$ cat config.mk
export PLATFORM = sky130hd
export DESIGN_NAME = ysyx_23060072_regfile_sb
export DESIGN_NICKNAME = d
export VERILOG_FILES = /design/src/rtl/ysyx_23060072_regfile_sb_pkg.sv /design/src/rtl/ysyx_23060072_regfile_sb_scoreboard.sv /design/src/rtl/ysyx_23060072_regfile_sb.sv
export SDC_FILE = /design/constraint.sdc
export NUM_CORES = 1
export LEC_CHECK = 0
export BUFFER_PORTS_ARGS = -buffer_cell sky130_fd_sc_hd__buf_4
export CAP_MARGIN = 10
export CORE_ASPECT_RATIO = 1.2
export CORE_MARGIN = 5
export CORE_UTILIZATION = 35
export DETAILED_ROUTE_END_ITERATION = 7
export MAX_ROUTING_LAYER = met4
export PLACE_DENSITY_LB_ADDON = 0.3
export SYNTH_ARGS = -nofsm -noshare
export SYNTH_HDL_FRONTEND = slang
export SYNTH_SLANG_ARGS = --single-unit
$ cat constraint.sdc
create_clock -name clk -period 2.4 [get_ports clk]
set_input_delay 0.12 -clock clk [delete_from_list [all_inputs] [get_ports clk]]
set_output_delay 0.12 -clock clk [all_outputs]
set_load 0.05 [all_outputs]
$ cat src/rtl/ysyx_23060072_regfile_sb_pkg.sv
// Shared constants, types and address helpers for the RV32E register file
// and its pending-write scoreboard.
package ysyx_23060072_regfile_sb_pkg;

  localparam int REG_NUM = 16;  // architectural registers in RV32E
  localparam int REG_AW  = 4;   // bits needed to index REG_NUM entries
  localparam int ADDR_W  = 5;   // register address width on the ports
  localparam int XLEN    = 32;

  localparam logic [ADDR_W-1:0] X0 = '0;

  // Largest value a pending counter of the given width can hold.
  function automatic int pend_max(input int cnt_w);
    return (1 << cnt_w) - 1;
  endfunction

  // True for x1..x15; x0 and anything with bit 4 set are not real targets.
  function automatic logic addr_ok(input logic [ADDR_W-1:0] a);
    return !a[ADDR_W-1] && (a != X0);
  endfunction

endpackage

$ cat src/rtl/ysyx_23060072_regfile_sb_scoreboard.sv
// Pending-write scoreboard: one saturating counter per register, bumped when
// an instruction writing that register issues and released on its writeback.
module ysyx_23060072_regfile_sb_scoreboard
  import ysyx_23060072_regfile_sb_pkg::*;
#(
  parameter int NREG  = REG_NUM,
  parameter int CNT_W = 2
) (
  input  logic              clk,
  input  logic              rst,
  input  logic              issue_i,
  input  logic              issue_we_i,
  input  logic [ADDR_W-1:0] issue_rd_i,
  input  logic              wb_flag_i,
  input  logic [ADDR_W-1:0] wb_addr_i,
  input  logic [ADDR_W-1:0] rs1_addr_i,
  input  logic [ADDR_W-1:0] rs2_addr_i,
  output logic              rs1_one_o,
  output logic              rs1_busy_o,
  output logic              rs2_one_o,
  output logic              rs2_busy_o,
  output logic              rd_full_o
);

  localparam logic [CNT_W-1:0] PEND_MAX = CNT_W'(pend_max(CNT_W));

  logic [CNT_W-1:0] pend_q [NREG];
  logic [CNT_W-1:0] pend_d [NREG];
  logic [NREG-1:0]  inc;
  logic [NREG-1:0]  dec;
  logic [NREG-1:0]  empty;

  // Reserve/release events per register and the resulting next count.
  // NOTE: every variable gets a default at the top of the block so no path leaves it unassigned and no latch is inferred.
  always_comb begin
    for (int r = 0; r < NREG; r++) begin
      inc[r]    = 1'b0;
      dec[r]    = 1'b0;
      if (r != 0) begin
        inc[r] = issue_i && issue_we_i && (issue_rd_i == ADDR_W'(r));
        dec[r] = wb_flag_i && (wb_addr_i == ADDR_W'(r));
      end
      empty[r]  = (pend_q[r] == '0);
      pend_d[r] = pend_q[r];
      if (inc[r] && !dec[r] && (pend_q[r] != PEND_MAX)) begin
        pend_d[r] = pend_q[r] + 1'b1;
      end else if (dec[r] && !inc[r] && !empty[r]) begin
        pend_d[r] = pend_q[r] - 1'b1;
      end
    end
  end

  // Counters clear on reset, otherwise take the next-state value.
  // NOTE: state is updated with non-blocking assignments so every flop samples pre-edge values regardless of block ordering.
  always_ff @(posedge clk) begin
    if (rst) begin
      for (int r = 0; r < NREG; r++) pend_q[r] <= '0;
    end else begin
      for (int r = 0; r < NREG; r++) pend_q[r] <= pend_d[r];
    end
  end

  // A writeback with no outstanding reservation means the pipeline lost track.
  always @(posedge clk) begin
    if (!rst) begin
      assert ((dec & ~inc & empty) == '0)
        else $error("scoreboard: writeback to a register with no pending write");
    end
  end

  logic [CNT_W-1:0] rs1_pend;
  logic [CNT_W-1:0] rs2_pend;
  logic [CNT_W-1:0] rd_pend;

  assign rs1_pend   = addr_ok(rs1_addr_i) ? pend_q[rs1_addr_i[REG_AW-1:0]] : '0;
  assign rs2_pend   = addr_ok(rs2_addr_i) ? pend_q[rs2_addr_i[REG_AW-1:0]] : '0;
  assign rd_pend    = addr_ok(issue_rd_i) ? pend_q[issue_rd_i[REG_AW-1:0]] : '0;

  assign rs1_busy_o = (rs1_pend != '0);
  assign rs1_one_o  = (rs1_pend == CNT_W'(1));
  assign rs2_busy_o = (rs2_pend != '0);
  assign rs2_one_o  = (rs2_pend == CNT_W'(1));
  assign rd_full_o  = (rd_pend == PEND_MAX);

endmodule

$ cat src/rtl/ysyx_23060072_regfile_sb.sv
// RV32E register file with WB->ID bypass, pending-write scoreboard and the
// RAW / WAW-overflow stall for the ID stage.
module ysyx_23060072_regfile_sb
  import ysyx_23060072_regfile_sb_pkg::*;
#(
  parameter int NREG  = REG_NUM,
  parameter int CNT_W = 2
) (
  input  logic              clk,
  input  logic              rst,
  input  logic              wb_flag_i,
  input  logic [ADDR_W-1:0] wb_addr_i,
  input  logic [XLEN-1:0]   wb_data_i,
  input  logic [ADDR_W-1:0] rs1_addr_i,
  input  logic [ADDR_W-1:0] rs2_addr_i,
  input  logic              rs1_used_i,
  input  logic              rs2_used_i,
  output logic [XLEN-1:0]   rs1_data_o,
  output logic [XLEN-1:0]   rs2_data_o,
  input  logic              issue_i,
  input  logic              issue_we_i,
  input  logic [ADDR_W-1:0] issue_rd_i,
  output logic              stall_o,
  output logic              addr_err_o
);

  logic [XLEN-1:0] regs_q [NREG];
  logic            wb_we;

  assign wb_we = wb_flag_i && addr_ok(wb_addr_i);

  // Architectural write port; x0 and illegal addresses never reach the array.
  // NOTE: the array is cleared on reset so every register reads 0 straight after reset; it therefore cannot map onto a RAM macro.
  always_ff @(posedge clk) begin
    if (rst) begin
      for (int r = 0; r < NREG; r++) regs_q[r] <= '0;
    end else if (wb_we) begin
      regs_q[wb_addr_i[REG_AW-1:0]] <= wb_data_i;
    end
  end

  // Read ports with same-cycle writeback bypass; x0 and illegal reads give 0.
  always_comb begin
    rs1_data_o = '0;
    rs2_data_o = '0;
    if (addr_ok(rs1_addr_i)) begin
      rs1_data_o = (wb_we && (wb_addr_i == rs1_addr_i)) ? wb_data_i
                                                        : regs_q[rs1_addr_i[REG_AW-1:0]];
    end
    if (addr_ok(rs2_addr_i)) begin
      rs2_data_o = (wb_we && (wb_addr_i == rs2_addr_i)) ? wb_data_i
                                                        : regs_q[rs2_addr_i[REG_AW-1:0]];
    end
  end

  logic rs1_one, rs1_busy, rs2_one, rs2_busy, rd_full;

  ysyx_23060072_regfile_sb_scoreboard #(
    .NREG  (NREG),
    .CNT_W (CNT_W)
  ) u_scoreboard (
    .clk        (clk),
    .rst        (rst),
    .issue_i    (issue_i),
    .issue_we_i (issue_we_i),
    .issue_rd_i (issue_rd_i),
    .wb_flag_i  (wb_flag_i),
    .wb_addr_i  (wb_addr_i),
    .rs1_addr_i (rs1_addr_i),
    .rs2_addr_i (rs2_addr_i),
    .rs1_one_o  (rs1_one),
    .rs1_busy_o (rs1_busy),
    .rs2_one_o  (rs2_one),
    .rs2_busy_o (rs2_busy),
    .rd_full_o  (rd_full)
  );

  // A last outstanding write being retired this cycle is covered by the bypass.
  logic haz_rs1, haz_rs2, haz_waw;

  assign haz_rs1 = rs1_used_i && rs1_busy &&
                   !(rs1_one && wb_flag_i && (wb_addr_i == rs1_addr_i));
  assign haz_rs2 = rs2_used_i && rs2_busy &&
                   !(rs2_one && wb_flag_i && (wb_addr_i == rs2_addr_i));
  assign haz_waw = issue_we_i && rd_full;

  // Independent of issue_i so upstream can gate issue on it without a loop.
  assign stall_o = haz_rs1 || haz_rs2 || haz_waw;

  assign addr_err_o = (rs1_used_i && rs1_addr_i[ADDR_W-1]) ||
                      (rs2_used_i && rs2_addr_i[ADDR_W-1]) ||
                      (issue_i && issue_we_i && issue_rd_i[ADDR_W-1]) ||
                      (wb_flag_i && wb_addr_i[ADDR_W-1]);

endmodule
# Word-level counts from Yosys, hierarchy flattened
# Memories as Yosys holds them, arrays and structs flattened.
# Index checks and enable logic that the tools add are counted.
# Widths: inputs -> output; s select.
# totals
reg_bits	0
latchBits	0
mem_bits_rw	544
mem_bits_ro	0
in_bits	59
out_inout_bits	66
n_memories	2
# mem_list
name	depth	width	read_ports	rd_ports_with_merged_regs	wr	line_no	rtl
regs_q	16	32	2	0	16	ysyx_23060072_regfile_sb.sv:27	logic [XLEN-1:0] regs_q [NREG];
u_scoreboard.pend_q	16	2	18	0	16	ysyx_23060072_regfile_sb_scoreboard.sv:27	logic [CNT_W-1:0] pend_q [NREG];
# classes
add_sub_neg	30
mul	0
n_div	0
magnitude_cmp	0
n_eq_ne	51
shifts	0
mux	62
bitwise_logic	16
reduce_logical	190
# op_table
cell	count
$mux 32	5
$logic_and 1x1->1	111
$mux 2	49
$eq 5x4->1 const B	16
$logic_not 1->1	51
$eq 5x3->1 const B	8
$reduce_or 32->1	1
$add 2x1->2 const B	15
$logic_not 2->1	15
$ne 2x2->1 const B	15
$sub 2x1->2 const B	15
$eq 5x2->1 const B	4
$reduce_bool 5->1	4
$or 1x1->1	16
$eq 5x1->1 const B	2
$eq 5x5->1	2
$mux 1	7
$logic_or 1x1->1	5
$eq 2x1->1 const B	2
$mux 4	1
$reduce_bool 2->1	2
$eq 2x2->1 const B	1
$reduce_and 2->1	1
$ne 0x0->1	1

# Depth between registers and ports, before layout
# depth
ltp_word	10
depth_mapped	9

# Modules after synthesis
# From an unflattened synthesis, not the netlist that was laid out.
# unflattened
hier_cells	2088
hier_area_um2	30785.8
# modules_own_cells
mod	n_inst	cells_each	area_each_um2
ysyx_23060072_regfile_sb	1	1761	27999.4
ysyx_23060072_regfile_sb_scoreboard	1	327	2786.4

# Worst setup path before layout
# No wires, ideal clock.
# synth_timing
kind	input to output
start	input rs1_addr_i[1]
end	output stall_o
arrival_time_ps	2134
setup_slack_ps	146
path_stages	8
path_buffers	3
cell_sequence	buf_2 -> buf_2 -> buf_2 -> mux2i_1 -> o21ai_0 -> mux2i_1 -> o211a_1 -> o2111ai_1
# synth_via
elab_chain_cells	10
# synth_rtl
item	line_no	rtl
start: declaration	ysyx_23060072_regfile_sb.sv:14	input logic [ADDR_W-1:0] rs1_addr_i,
branches (longest 7 deep; another with $mem_v2 16x2)	--	
$logic_and 1x1->1 *	ysyx_23060072_regfile_sb.sv:81	assign haz_rs1 = rs1_used_i && rs1_busy &&
$logic_or 1x1->1 * (2 in series)	ysyx_23060072_regfile_sb.sv:88	assign stall_o = haz_rs1 || haz_rs2 || haz_waw;
end: declaration	ysyx_23060072_regfile_sb.sv:23	output logic stall_o,
# Mark *: on every way between the ends.

==> flow_summary.toml <==
[die]
core_mm2 = 0.0851
die_w_um = 278
rows = 117
io_pins = 125
start_util_pct = 35.4
die_area_mm2 = 0.0920
die_y_um = 331

[clock_tree]
clock_sinks = 542
cts.path.max_buffers = 3
cts_tree = "built"
worstSkewPairLatency_ns = 0.62
htree_levels = 2
cts_made_buffers = 55
root_buffer = "clkbuf_16"
clkTransAtPathRegs_ns = 0.06

[setup_path]
crit_top_cell = "mux4_2"
required_ns = 2.28
arrival_ns = 2.46
critPathLaunchType = "register"
path_cells = "mux4_2 > mux4_2 > a22o_1 > buf_6"
critPathMaxStageDelay_ns = 0.53
endpoint_kind = "output port"
r2r_end = "u_scoreboard.pend_q[10][0]"
path_max_fanout = 2
reg2regPathDepth = 5
critPathKind = "reg -> out"
critPathSlowestCell = "mux4_2"
reg2reg_from = "u_scoreboard.pend_q[10][0]"
r2r_setup_slack_ns = 1.37

[sta]
setup_slack_ns = -0.178
max_slew.worst_pin.slew_ns = 0.748
drv_slew = 0
period_needed_ns = 2.58
setup_violations = 65
hold_viol = 0
holdWs_ns = 0.135
slew_headroom_pct = 49.7
period_share_pct = 107
rsz0062_at_grt = "true"
fmax_mhz = 388
worst_clock_skew_ns = 0.00694
tns_ns = -5.49

[status]
status = "finished, violations left"
violations = "negative setup slack"

[routing]
detail_route.iter0.violations = 2060
met3WireLength_mm = 6.59
via_per_inst = 5.78
firstDrtPassIters = 5
vias = 19500
drc = 0
top_layer = "met4"
met2_length_mm = 50.9
wl_per_cell_um = 29.1
ant_nets = 0
met1_length_mm = 37.7
wl_mm = 98.2

[power_and_ir_drop]
peakVddDrop_mv = 0.512
cellLeakagePower_uw = 0.0126
p_per_area_mw_per_mm2 = 670

[synthesis]
synth_area_mm2 = 0.0301
synth-edff-count = 512
synth.most_common_cell = "edfxtp_1"
avgSynthCellArea_um2 = 15.0
ys_warn_count = 0
synth_common_cells = "edfxtp_1, and2_1, mux4_2"
synth_ff_type = "edfxtp_1"
syn_inst = 2010
synth_top_area_share_pct = 51.1
synthArstFlopShare_pct = 0
yosysUniqueCellTypes = 59
synth_area_leaders = "edfxtp_1, mux4_2, and2_1, dfxtp_1, clkbuf_1"
synth-seq-cells = 542
ys_seq_area_share_pct = 53.1
synth_largest_area_cell = "edfxtp_1"

[grt]
first_global_vias = 20600
antenna_found_initial = 7
grt_pass1_wl_mm = 144
gr-total-overflow = 0
grt_max_degree = 50
grt_usage_pct = 21.5

[placement]
placed_area_mm2 = 0.0335
gp_congestion = 0.852
pre_cts_slack_ns = -0.000254
hpwl_mm = 61.4
port_buffers = 124

[layout]
nets = 2256
drive_gt1_share_pct = 36.1
area_growth_pct = 21.6
final_area_mm2 = 0.0366

[min_path]
hold_depth = 7
hold_path_class = "in -> reg"
min_to = "u_scoreboard.pend_q[12][0]"
hp-start = "issue_rd_i[4]"

[flow_run]
drv_cap = 0
## worst max-delay path by stage
| stage | cells past startpoint | startpoint | endpoint | slack (ns) |
|---|---|---|---|---|
| floorplan | 8 | rs1_addr_i[1] | stall_o | 0.15 |
| global placement | 6 | rs1_addr_i[0] | rs1_data_o[23] | 0.004 |
| detailed placement | 6 | rs1_addr_i[0] | rs1_data_o[23] | -0.0003 |
| CTS | 4 | regs_q[7][8] | rs2_data_o[8] | -0.22 |
| global route | 4 | regs_q[14][8] | rs2_data_o[8] | -0.24 |
| finish | 4 | regs_q[15][1] | rs2_data_o[1] | -0.18 |
## logic make-up after synthesis
kind of cell              after synthesis  share of synthesized area (%)
and+or+nand+nor                       702                           13.7
DFF                                   542                           53.1
other                                   1                         0.0125
AOI/OAI and AO/OA                     192                           4.67
buffers and inverters                 220                           3.13
xor gates and xnor gates               10                          0.291
muxes                                 343                           25.2
## final cells by class
| type | count | area (um^2) |
|---|---|---|
| clock inverter | 36 | 534 |
| inverter | 19 | 71.3 |
| sequential | 542 | 16000 |
| timing repair buffer | 300 | 3230 |
| tap | 1130 | 1410 |
| fill | 7494 | 48400 |
| multi-input combinational | 1279 | 13900 |
| antenna | 2 | 5.00 |
| clock buffer | 66 | 1460 |
## stage by stage
stage          utilization [%]  std cells  total power, uW
2_1_floorplan                -       2041            13400
3_3_place_gp              39.4       3231            14800
3_5_place_dp              39.4       3231            14800
4_1_cts                   43.0       3372            24700
5_1_grt                   43.1       3373            25200
6_report                  43.1       3374            24500
## placed cells by master, fill, tap and decap left out, types with 5 or more instances in the layout
master and count:
dfxtp_2 18, a211o_1 13, nor2_1 6, edfxtp_1 512, buf_4 147, conb_1 32
clkinv_1 6, inv_1 18, clkinv_2 8, o21ai_0 31, nand2b_1 6, or2_2 16
nor3_1 5, nand2_1 92, o21a_1 16, bufinv_16 13, dlygate4sd3_1 33, xor2_1 10
mux2_2 9, nand3b_1 5, a22o_4 5, o2bb2ai_2 38, nand3_1 37, clkbuf_16 56
a22o_1 13, nor2_4 16, o2bb2ai_4 8, o211ai_1 13, buf_6 67, dfxtp_1 8
nor3b_1 6, clkbuf_1 8, buf_12 50, and2_1 480, mux4_2 330, a21oi_1 31
## state kept, by name, summed over array words and instances (netlist names)
name / cells
regs_q: 512
u_scoreboard.pend_q: 30
## layer usage
| metal | GRT usage (%) | up-vias |
|---|---|---|
| met1 | 27.0 | 10200 |
| met4 | 6.04 | 0 |
| met2 | 36.9 | 848 |
| li1 | - | 8211 |
| met5 | - | - |
| met3 | 2.93 | 194 |
## worst max-delay path: cells and delay by family (launching register included)
family	cells	cell delay, ns
mux	2	1.02
flops	1	0.42
compound gates	1	0.23
buf+inv	1	0.16
## report_power, final
part | internal, uW | switching [uW] | leakage, uW | total, uW
clock | 5740 | 3880 | 0.000963 | 9620
combinational | 1770 | 2050 | 0.00648 | 3820
sequential | 10800 | 253 | 0.00513 | 11100
total | 18300 | 6180 | 0.0126 | 24500
## timing repair
action	4_1_cts	5_1_grt
setup endpoints to repair	65	65
pin swaps	24	5
hold endpoints to repair	496	0
hold buffers	33	0
resized for setup	153	4
buffers inserted	6	0
Power figures use the tool's default switching activity.
